$ cat src/rtl/axis_block_sig_gen.sv
`default_nettype none
// ============================================================================
// Module   : axis_block_sig_gen
// Purpose  : Qualifies sustained AXI-Stream stalls per channel into block
//            flags, plus first-blocker and peak-stall capture.
// Revision : 1.0 - initial release
// ============================================================================
module axis_block_sig_gen #(
   parameter int                NUM_CH       = 4,
   parameter logic [NUM_CH-1:0] CH_IS_OUT    = {NUM_CH{1'b0}},
   parameter int                STALL_THRESH = 16,
   parameter int                CNT_W        = 16,
   localparam int               IDX_W        = (NUM_CH > 1) ? $clog2(NUM_CH) : 1
) (
   input  logic              clock,
   input  logic              reset,
   input  logic              enable,
   input  logic              inst_idle,
   input  logic [NUM_CH-1:0] ch_tvalid,
   input  logic [NUM_CH-1:0] ch_tready,
   input  logic              clear_sticky,
   output logic [NUM_CH-1:0] axis_block_sigs,
   output logic              block_any,
   output logic              first_blk_valid,
   output logic [IDX_W-1:0]  first_blk_idx,
   output logic [CNT_W-1:0]  max_stall
);

   localparam logic [CNT_W-1:0] THR_M1  = CNT_W'(STALL_THRESH - 1);
   localparam logic [CNT_W-1:0] CNT_MAX = {CNT_W{1'b1}};

   logic [CNT_W-1:0]  cnt      [NUM_CH];
   logic [CNT_W-1:0]  cnt_next [NUM_CH];
   logic [NUM_CH-1:0] stall;
   logic [NUM_CH-1:0] qual;
   logic [NUM_CH-1:0] blk_next;
   logic [NUM_CH-1:0] rising;
   logic [IDX_W-1:0]  low_idx;
   logic [CNT_W-1:0]  max_next;

   always_comb begin
      stall    = '0;
      qual     = '0;
      blk_next = '0;
      for (int i = 0; i < NUM_CH; i++) begin
         stall[i] = CH_IS_OUT[i] ? (ch_tvalid[i] & ~ch_tready[i])
                                 : (ch_tready[i] & ~ch_tvalid[i]);
         qual[i]  = enable & ~inst_idle & stall[i];
         if (qual[i])
            cnt_next[i] = (cnt[i] == CNT_MAX) ? cnt[i] : cnt[i] + 1'b1;
         else
            cnt_next[i] = '0;
         blk_next[i] = qual[i] & (cnt[i] >= THR_M1);
      end
   end

   assign rising = blk_next & ~axis_block_sigs;

   // Descending scan so the lowest rising index is the one left standing.
   always_comb begin
      low_idx = '0;
      for (int i = NUM_CH - 1; i >= 0; i--) begin
         if (rising[i])
            low_idx = IDX_W'(i);
      end
   end

   always_comb begin
      max_next = max_stall;
      for (int i = 0; i < NUM_CH; i++) begin
         if (cnt_next[i] > max_next)
            max_next = cnt_next[i];
      end
   end

   always_ff @(posedge clock or posedge reset) begin
      if (reset) begin
         for (int i = 0; i < NUM_CH; i++)
            cnt[i] <= '0;
         axis_block_sigs <= '0;
         block_any       <= 1'b0;
      end else begin
         for (int i = 0; i < NUM_CH; i++)
            cnt[i] <= cnt_next[i];
         axis_block_sigs <= blk_next;
         block_any       <= |blk_next;
      end
   end

   // Clear takes priority so a flag rising in the clear cycle is not latched.
   always_ff @(posedge clock or posedge reset) begin
      if (reset) begin
         first_blk_valid <= 1'b0;
         first_blk_idx   <= '0;
         max_stall       <= '0;
      end else if (clear_sticky) begin
         first_blk_valid <= 1'b0;
         first_blk_idx   <= '0;
         max_stall       <= '0;
      end else begin
         if (!first_blk_valid && (|rising)) begin
            first_blk_valid <= 1'b1;
            first_blk_idx   <= low_idx;
         end
         max_stall <= max_next;
      end
   end

endmodule
`default_nettype wire

$ cat config.mk
export PLATFORM = sky130hd
export DESIGN_NAME = axis_block_sig_gen
export DESIGN_NICKNAME = d
export VERILOG_FILES = /design/src/rtl/axis_block_sig_gen.sv
export SDC_FILE = /design/constraint.sdc
export NUM_CORES = 1
export LEC_CHECK = 0
export BUFFER_PORTS_ARGS = -buffer_cell sky130_fd_sc_hd__buf_2
export CAP_MARGIN = 20
export CORE_UTILIZATION = 55
export CTS_CLUSTER_DIAMETER = 80
export DETAILED_ROUTE_END_ITERATION = 7
export PLACE_DENSITY = 0.82
export SLEW_MARGIN = 20
export SYNTH_ARGS = -nofsm -noshare
export SYNTH_HDL_FRONTEND = slang
export SYNTH_SLANG_ARGS = --single-unit
$ cat constraint.sdc
create_clock -name clock -period 10.36 [get_ports clock]
set_input_delay 1.554 -clock clock [delete_from_list [all_inputs] [get_ports clock]]
set_output_delay 1.554 -clock clock [all_outputs]
set_load 0.01 [all_outputs]
==> results of run 1 <==
how the worst max path moves through the flow:
stage | start | to | slack, ns
finish | enable | max_stall[6]$_DFF_PP0_ | 0.54
CTS | cnt[48]$_DFF_PP0_ | max_stall[6]$_DFF_PP0_ | 0.04
floorplan | enable | max_stall[14]$_DFF_PP0_ | 0.44
global route | enable | max_stall[6]$_DFF_PP0_ | 0.003
detailed placement | enable | max_stall[6]$_DFF_PP0_ | -0.30
global placement | enable | max_stall[6]$_DFF_PP0_ | -0.04
per-layer routing:
layer	vias to the layer above	track usage	part of all wire
li1	2853	-	-
met1	2908	0.383	0.40
met2	288	0.517	0.48
met3	65	0.0642	0.082
met4	0	0.180	0.043
met5	-	0	0
timing repair:
action                     in CTS  in global routing
setup buffers                   0                  4
setup endpoints to repair       0                 16
resized for setup               0                 22
stage by stage:
step | hold WS, ns | power [mW] | utilization
finish | 0.548 | 1.73 | 0.644
CTS | 0.546 | 1.62 | 0.633
detailed placement | 0.528 | 1.27 | 0.605
floorplan | 0.522 | 1.05 | -
global placement | 0.525 | 1.23 | 0.605
global route | 0.568 | 1.82 | 0.644
critical path, delay by kind of cell:
family                     cells  cell delay, ns
muxes                          2            0.53
adders and majority gates      4            0.95
and+or+nand+nor               14            2.25
buffers and inverters          7            1.20
AOI/OAI and AO/OA             17            3.55
area by class of cell:
| class | instances | share of cell area |
|---|---|---|
| multi-input cells | 608 | 0.569 |
| flip-flops and latches | 88 | 0.295 |
| repair buffers | 57 | 0.0465 |
| clock buffers | 11 | 0.0339 |
| well taps | 143 | 0.0240 |
| inverters | 45 | 0.0228 |
| clock inverters | 5 | 0.00839 |
power groups by stage:
stage | Clock (mW) | Combinational [mW] | Sequential [mW]
floorplan | 0 | 0.663 | 0.383
global placement | 0 | 0.853 | 0.382
detailed placement | 0 | 0.884 | 0.382
CTS | 0.354 | 0.886 | 0.375
global route | 0.365 | 1.08 | 0.378
finish | 0.348 | 1.00 | 0.377
registers in the layout, indices dropped and copies added, names as in the netlist:
signal and flops:
axis_block_sigs 4, block_any 1, cnt 64, first_blk_idx 2, first_blk_valid 1, max_stall 16
synthesized netlist by cell type (2+ instances only):
cell type  number  share of area
a311oi_1       10          0.013
nand3_1        30          0.023
a21o_1         15          0.017
mux2_2          7          0.012
nand2_1        64          0.036
ha_1           67           0.13
o21ai_1         8         0.0061
mux2i_1        26          0.039
a31oi_1         7         0.0066
or3_1           6         0.0057
nand2b_1       11          0.010
clkbuf_1       16         0.0091
nor2b_1        11          0.010
inv_1          45          0.026
o221ai_1        4         0.0053
o221a_2         2         0.0034
o21ai_0        27          0.020
nand4_1        28          0.027
buf_2           2         0.0015
a211oi_1        3         0.0034
o211ai_1        4         0.0045
nor3_1         15          0.011
dfrtp_1        88           0.33
and2_1         11          0.010
nor3b_1         2         0.0023
a31o_2          2         0.0027
and4_1          5         0.0066
a211o_1         3         0.0040
or4_1           2         0.0023
and3_1         12          0.011
nor2_1        100          0.057
or2_2           3         0.0028
xnor2_1        16          0.021
o21a_1          7         0.0080
nor4_1         13          0.012
nand3b_1        4         0.0045
a21oi_2         2         0.0027
nand4b_1        2         0.0027
a21oi_1        30          0.023
xor2_1         24          0.032
logic make-up after synthesis:
kind of cell	Yosys count
AO/OA/AOI/OAI	143
adder cells (fa/ha/maj)	67
buffers and inverters	65
multiplexers	34
XOR/XNOR	40
AND/OR/NAND/NOR	324
flip-flops	88
==> run_results.csv, run 1 <==
group,metric,value,unit
outcome,outcome,"finished with violations",
outcome,violations,"DRC",
synth,synth_top_family_by_area,"simple AND/OR/NAND/NOR gates",
power_and_ir_drop,combPwrFrac,0.581,
synth,ys.flop_type,"dfrtp_1",
synth,synth-seq-cells,88,
setup_path,r2r_end,"max_stall[6]$_DFF_PP0_",
clock_tree,cts_max_level,3,
place,hpwl,14.7,mm
clock_tree,cts-root-buf,"clkbuf_16",
clock_tree,cts_tree,"done",
power_and_ir_drop,power.density,232,mW/mm²
power_and_ir_drop,power_leakage,3.54,nW
final_layout,final_common_cell,"nor2_1",
setup_path,cp.arrival,10.06,ns
grt,grt_pass1_vias,5955,
setup_path,r2r_slack,0.58,ns
final_layout,diodes,0,
clock_tree,cts_buffers,9,
setup_path,cp_max_fo,17,
setup_path,critical_path.slowest_cell,"a2111o_1",
synth,syn_nets,841,
place,dp_cells,936,
grt,grt_pass1_wl,30.1,mm
setup_path,worst-endpoint-required,10.60,ns
final_layout,final_nets,889,
sta,post-route-min-period,9.82,ns
routing,drt-pass1-iter-count,8,
min_path,hold_path.class,"register to register",
sta,fin_skew,0.0107,ns
synth,ys_async_sr_fraction,1.00,
setup_path,reg2reg_depth,45,
synth,ys_seq_area_frac,0.333,
setup_path,path_class,"input pin to register",
sta,fin_ws,0.536,ns
final_layout,syn_to_final_growth,12.8,%
place,gp_congestion,1.06,
place,pre_cts_slack,-0.298,ns
clock_tree,path_clk_slew,0.06,ns
power_and_ir_drop,p_seq_frac,0.218,
final_layout,seq_area,0.00220,mm²
setup_path,critPathCaptureType,"register",
floorplan,die_area,0.0125,mm²
sta,tightest_slew,0.845,ns
routing,vias_per_cell,6.39,
floorplan,die_w,112,µm
min_path,holdPathStages,2,
sta,rsz0062_at_grt,"false",
sta,slew_headroom,0.436,
final_layout,final-instance-count-excl-fill,957,
clock_tree,holdBufCountCts,0,
sta,setup_tns,0,ns
synth,synth_compound_gate_area_share,0.152,
grt,grt_max_degree,89,
power_and_ir_drop,ir_drop,169,µV
synth,synth_area_per_cell,8.68,µm²
sta,fin_crit_sh,0.948,
sta,setup_viol,0,
routing,postRouteAntennaNets,0,
floorplan,core_area,0.0116,mm²
synth,synth_mux_area_frac,0.0536,
final_layout,nFillCells,936,
routing,drc,3,
run,drv_cap,0,
final_layout,final_cell_mix,"97 x nor2_1, 88 x dfrtp_1, 67 x ha_1",
power_and_ir_drop,p_sw_frac,0.443,
synth,ys_types,67,
synth,synth_edf_count,0,
grt,track_usage,0.314,
final_layout,multiInputGateArea,0.00424,mm²
floorplan,initial_core_util,0.571,
synth,ys_warn_count,0,
floorplan,top_level_ports,37,
min_path,hold_path_end,"first_blk_idx[0]$_DFFE_PP0P_",
setup_path,slowest_delay,0.44,ns
floorplan,fp-row-count,39,
place,dpl-instance-area,0.00700,mm²
place,port_buffers,36,
synth,synth_adder_area_share,0.127,
synth,synthSimpleGateAreaFrac,0.243,
min_path,hold_start,"first_blk_idx[0]$_DFFE_PP0P_",
power_and_ir_drop,power_switching,0.765,mW
routing,drt_iter0_drc,636,
setup_path,reg2reg_from,"cnt[48]$_DFF_PP0_",
clock_tree,clk_latency,0.37,ns
setup_path,cp-start-kind,"input pin",
grt,antenna_found_initial,0,
sta,fmax,102,MHz
synth,synth-xor-area-share,0.0530,
synth,synthCells,761,
sta,hold_viol,0,
routing,wire_per_inst,19.8,µm
synth,synth_area,0.00661,mm²
sta,slew_violations,0,
clock_tree,cts_buffer_depth,2,
routing,dr_total_vias,6114,
floorplan,die_height,112,µm
final_layout,layout-drive-gt1-share,0.144,
power_and_ir_drop,power.internal,0.963,mW
final_layout,stdcell_area,0.00745,mm²
clock_tree,clock-sinks,88,
routing,routed_wl,19.0,mm
grt,grt_overflow,0,
power_and_ir_drop,clock_power_share,0.202,
Note: power is estimated with default switching activity, not from simulation.
==> run 2: changes to the inputs <==
Settings changed: REMOVE_ABC_BUFFERS set to 1.
==> run 2 against run 1 <==
Against the previous run: the flow still finishes with violations (DRC); sequential power about the same; maximum frequency shrank 1.7%; critical path depth shrank 4; worst hold slack improved by 0.011 ns; cell area is 0.27% lower; via count fell by 0.65%; cell count is 0.94% higher; clock-buffer cell count is 2 higher; largest power group unchanged.
==> run_results.csv, run 2 (synthesis results as in run 1) <==
group,metric,value,unit
routing,drt_iter0_drc,493,
final_layout,diodes,0,
setup_path,cp_max_fo,17,
routing,routed_wl,18.8,mm
grt,track_usage,0.310,
setup_path,reg2reg_depth,42,
setup_path,worstSetupPathDepth,40,
floorplan,die_area,0.0125,mm²
clock_tree,holdBufCountCts,0,
sta,hold_viol,0,
setup_path,path_class,"input pin to register",
final_layout,final-instance-count-excl-fill,966,
routing,vias_per_cell,6.29,
grt,grt_max_degree,89,
clock_tree,path_clk_slew,0.06,ns
sta,fin_skew,0.00854,ns
place,port_buffers,36,
routing,postRouteAntennaNets,0,
place,hpwl,14.8,mm
sta,fmax,100,MHz
power_and_ir_drop,power_leakage,3.58,nW
routing,dr_total_vias,6074,
routing,drt-pass1-iter-count,7,
clock_tree,clk_latency,0.35,ns
setup_path,cp-start-kind,"input pin",
sta,slew_violations,0,
grt,grt_pass1_vias,5919,
min_path,holdPathStages,1,
final_layout,registers.top_by_ff_count,"cnt",
final_layout,layout-drive-gt1-share,0.139,
place,dp_cells,940,
outcome,outcome,"finished with violations",
clock_tree,cts-root-buf,"clkbuf_16",
final_layout,syn_to_final_growth,12.5,%
grt,grt_pass1_wl,29.8,mm
final_layout,stdcell_area,0.00743,mm²
final_layout,largest_reg_flops,64,
sta,setup_tns,0,ns
outcome,violations,"DRC",
setup_path,worst-endpoint-required,10.58,ns
floorplan,fp-row-count,39,
place,dpl-instance-area,0.00704,mm²
sta,post-route-min-period,9.99,ns
final_layout,fin_util,0.643,
sta,tightest_slew,0.867,ns
clock_tree,cts_buffers,9,
min_path,hold_path.class,"register to register",
grt,grt_overflow,0,
run,drv_cap,0,
power_and_ir_drop,power.density,234,mW/mm²
floorplan,core_area,0.0116,mm²
setup_path,critPathMostFrequentCell,"a21o_1",
clock_tree,cts_max_level,3,
sta,fin_crit_sh,0.964,
sta,setup_viol,0,
floorplan,top_level_ports,37,
place,gp_congestion,1.05,
final_layout,top_regs,"cnt: 64 flops, max_stall: 16 flops, axis_block_sigs: 4 flops",
floorplan,die_w,112,µm
routing,drc,2,
clock_tree,clock-sinks,88,
setup_path,path_delay_family,"compound AO/OA/AOI/OAI gates",
floorplan,die_height,112,µm
final_layout,final_cell_mix,"99 x nor2_1, 88 x dfrtp_1, 67 x ha_1",
clock_tree,cts_buffer_depth,2,
floorplan,initial_core_util,0.571,
setup_path,critical_path.slowest_cell,"mux2_2",
power_and_ir_drop,ir_drop,177,µV
clock_tree,cts_tree,"done",
final_layout,final_common_cell,"nor2_1",
final_layout,final_nets,898,
setup_path,critPathCaptureType,"register",
setup_path,slowest_delay,0.39,ns
setup_path,cp.arrival,10.22,ns
setup_path,path_buf_inv,5,
final_layout,nFillCells,964,
sta,slew_headroom,0.422,
routing,wire_per_inst,19.5,µm
grt,antenna_found_initial,0,
-- run 2: final cells by class --
cell class	instances	area (µm²)	share of cell area
multi-input combinational	608	4190	0.563
sequential	88	2200	0.296
timing repair buffer	66	409	0.0550
clock buffer	13	270	0.0364
tap	143	179	0.0241
inverter	45	170	0.0229
clock inverter	3	15.0	0.00202
-- run 2: final timing paths --
kind / from / end / slack, ns
max in group asynchronous: reset / max_stall[1]$_DFF_PP0_ / 8.39
hold / removal: first_blk_idx[1]$_DFFE_PP0P_ / first_blk_idx[1]$_DFFE_PP0P_ / 0.56
min in group asynchronous: reset / cnt[25]$_DFF_PP0_ / 1.42
setup reg to reg: cnt[48]$_DFF_PP0_ / max_stall[11]$_DFF_PP0_ / 0.39
hold reg to reg: first_blk_idx[1]$_DFFE_PP0P_ / first_blk_idx[1]$_DFFE_PP0P_ / 0.56
setup / recovery: inst_idle / max_stall[11]$_DFF_PP0_ / 0.37
-- run 2: timing repair --
item	CTS	global route
gates resized for setup	0	8
buffers inserted	0	10
setup endpoints to repair	0	16
-- run 2: through the flow --
stage	total power [mW]	setup slack (ns)	hold slack [ns]
6_report	1.74	0.369	0.559
5_1_grt	1.83	-0.0210	0.590
4_1_cts	1.59	0.0598	0.555
3_5_place_dp	1.28	-0.208	0.539
3_3_place_gp	1.26	0.0628	0.528
2_1_floorplan	1.02	-1.93	0.522
-- run 2: where the power goes --
part / total, mW / switching [mW] / internal, mW / leakage, nW
Clock: 0.317 / 0.135 / 0.181 / 0.145
Combinational: 1.04 / 0.610 / 0.432 / 2.21
Sequential: 0.377 / 0.0138 / 0.363 / 1.22
-- run 2: routing by layer --
layer  vias to the layer above  GRT usage  part of all wire  wire [µm]
met5                         -          0                 0          0
met4                         0      0.168             0.044        833
met3                        49     0.0523             0.065       1220
met2                       219      0.502              0.46       8720
met1                      2940      0.397              0.43       8030
li1                       2866          -                 -          -
==> run 3: changes to the inputs <==
Settings changed: ABC_AREA set to 1.
==> run 3 against run 2 <==
Against the previous run: the flow now finishes without violations; die area up 6.2%; synthesized area up 6.3%; total power fell by 1.4%; via count rose by 7.5%; maximum frequency grew 6.0%; non-clock buffer count down 26; cell area is 3.0% higher; utilization down 1.6 points; critical path type unchanged; critical endpoint is now max_stall[9]$_DFF_PP0_.
==> run_results.csv, run 3 <==
group,metric,value,unit
setup_path,worst-endpoint-required,10.61,ns
power_and_ir_drop,power.internal,0.898,mW
sta,slew_headroom,0.523,
synth,synth-xor-area-share,0.0224,
sta,hold_viol,0,
clock_tree,cts-root-buf,"clkbuf_16",
synth,synthTopCellsByCount,"179 x inv_1, 175 x nand2_1, 88 x dfrtp_1",
final_layout,layout-drive-gt1-share,0.111,
floorplan,initial_core_util,0.575,
clock_tree,path_clk_slew,0.07,ns
sta,setup_tns,0,ns
sta,fin_crit_sh,0.910,
setup_path,crit_start,"enable",
grt,use_met3,0.0490,
synth,synth_adder_area_share,0.119,
synth,ys_seq_area_frac,0.314,
place,gp_congestion,0.963,
final_layout,registers.top_by_ff_count,"cnt",
synth,synth-seq-cells,88,
clock_tree,cts_buffer_depth,2,
min_path,hold_start,"first_blk_idx[1]$_DFFE_PP0P_",
sta,fmax,106,MHz
setup_path,cp.arrival,9.68,ns
routing,vias_per_cell,5.56,
sta,fin_skew,0.00739,ns
synth,synthSimpleGateAreaFrac,0.313,
grt,grt_util_met1,0.420,
floorplan,core_area,0.0122,mm²
synth,synth_most_common_cell,"inv_1",
power_and_ir_drop,ir_drop,116,µV
synth,synth_area,0.00702,mm²
setup_path,reg2reg_from,"cnt[48]$_DFF_PP0_",
synth,synth_compound_gate_area_share,0.119,
run,drv_cap,0,
sta,rsz0062_at_grt,"false",
synth,ys_types,51,
setup_path,path_class,"input pin to register",
power_and_ir_drop,clock_power_share,0.193,
synth,synth_top_area_cell,"dfrtp_1",
sta,tightest_slew,0.707,ns
routing,postRouteAntennaNets,0,
min_path,hold_path.class,"register to register",
setup_path,critPathMostFrequentCell,"nand2_1",
setup_path,cp_max_fo,32,
synth,ys.flop_type,"dfrtp_1",
power_and_ir_drop,power_switching,0.814,mW
grt,grt_overflow,0,
setup_path,cp-start-kind,"input pin",
synth,synth_area_per_cell,7.28,µm²
clock_tree,clk_latency,0.36,ns
place,port_buffers,36,
final_layout,final_common_cell,"inv_1",
floorplan,die_height,115,µm
clock_tree,cts-resized-gates,0,
sta,setup_viol,0,
power_and_ir_drop,combPwrFrac,0.588,
setup_path,critical_path.slowest_cell,"o21ai_0",
power_and_ir_drop,p_sw_frac,0.476,
synth,ys_warn_count,0,
clock_tree,cts_buffers,9,
routing,drt_iter0_drc,640,
power_and_ir_drop,p_seq_frac,0.219,
synth,synth_top_area_share,0.314,
grt,top_usage_layer,"met2",
final_layout,fin_util,0.627,
final_layout,syn_to_final_growth,9.00,%
final_layout,final_cell_mix,"178 x inv_1, 174 x nand2_1, 88 x dfrtp_1",
routing,drt-pass1-iter-count,5,
final_layout,largest_reg_flops,64,
routing,routed_wl,18.9,mm
final_layout,diodes,0,
final_layout,top_regs,"cnt: 64 flops, max_stall: 16 flops, axis_block_sigs: 4 flops",
power_and_ir_drop,power_leakage,3.89,nW
final_layout,final_nets,1082,
clock_tree,cts_tree,"done",
synth,ys_async_sr_fraction,1.00,
clock_tree,holdBufCountCts,0,
floorplan,top_level_ports,37,
routing,wire_per_inst,16.1,µm
clock_tree,post-cts-setup-buffers,0,
sta,slew_violations,0,
clock_tree,clock-sinks,88,
sta,post-route-min-period,9.43,ns
routing,dr_total_vias,6531,
place,hpwl,15.1,mm
grt,antenna_found_initial,0,
setup_path,slowest_delay,0.42,ns
setup_path,critPathCaptureType,"register",
floorplan,die_area,0.0132,mm²
synth,synthCells,965,
sta,fin_ws,0.934,ns
synth,synth_edf_count,0,
synth,synth_top_family_by_area,"simple AND/OR/NAND/NOR gates",
grt,grt_pass1_vias,6064,
floorplan,die_w,115,µm
place,pre_cts_slack,0.457,ns
routing,drc,0,
grt,met2_usage,0.494,
clock_tree,cts_max_level,3,
synth,synth_mux_area_frac,0,
outcome,outcome,"complete, no violations",
synth,synthTopCellsByArea,"dfrtp_1 31%, ha_1 12%, inv_1 9.6%, nand2_1 9.4%, nand3_1 4.8%",
power_and_ir_drop,power.density,224,mW/mm²
grt,grt_pass1_wl,30.7,mm
grt,track_usage,0.307,
floorplan,fp-row-count,40,
grt,grt_max_degree,52,
## run 3: changes by cell type in the layout (fill, tap and decap cells not counted), moves of 14 or more
cell	before	now
buf_4	29	4
nand2_1	64	174
inv_1	44	178
mux2i_1	25	0
xnor2_1	16	2
nor2_1	99	65
a21o_1	15	1
nand2_2	0	17
nor3_1	15	38
nand3_1	30	68
o21ai_0	24	50
a21oi_1	30	50
## run 3: final timing paths
check	endpoint	slack, ns	cells after the start
max	max_stall[9]$_DFF_PP0_	0.93	46
min	first_blk_idx[1]$_DFFE_PP0P_	0.52	2
max reg2reg	max_stall[9]$_DFF_PP0_	1.61	50
min reg2reg	first_blk_idx[1]$_DFFE_PP0P_	0.52	2
max in group asynchronous	cnt[4]$_DFF_PP0_	8.00	3
min in group asynchronous	cnt[35]$_DFF_PP0_	1.27	2
## run 3: power groups by stage
stage	clock [mW]	sequential [mW]	combinational (mW)
global placement	0	0.381	0.978
finish	0.331	0.375	1.01
floorplan	0	0.381	0.733
global route	0.349	0.375	1.13
CTS	0.336	0.375	0.996
detailed placement	0	0.381	0.986
## run 3: cell families (layout without fill, tap and decap cells)
family / count (synthesis) / after routing
xor+xnor: 18 / 18
simple gates: 448 / 448
compound gates: 143 / 143
buf+inv: 201 / 242
fa+ha+maj: 67 / 67
flops: 88 / 88
## run 3: metal layers
| layer | vias up | wire, µm |
|---|---|---|
| met2 | 187 | 8580 |
| met1 | 3042 | 8770 |
| met5 | - | 0 |
| met3 | 38 | 1060 |
| met4 | 0 | 520 |
| li1 | 3264 | - |
## run 3: final cells by class
cell class / instances / area (µm²)
clock buffer: 9 / 225
clock inverter: 6 / 68.8
fill: 1185 / 4560
inverter: 187 / 706
multi-input combinational: 676 / 4030
sequential: 88 / 2200
tap: 168 / 210
timing repair buffer: 40 / 210
## run 3: critical path: cells and delay by family
family,cells,cell delay [ns]
AOI/OAI and AO/OA,13,2.46
buffers and inverters,8,1.20
adders and majority gates,4,1.14
and+or+nand+nor,21,3.28
## run 3: metrics by stage
step,hold slack [ns],area (µm²),total power [mW],cells
after detailed placement,0.501,7360,1.37,1159
after global routing,0.555,7650,1.86,1174
after floorplan,0.542,6940,1.11,951
final,0.515,7650,1.71,1174
after CTS,0.519,7650,1.71,1174
after global placement,0.507,7360,1.36,1159
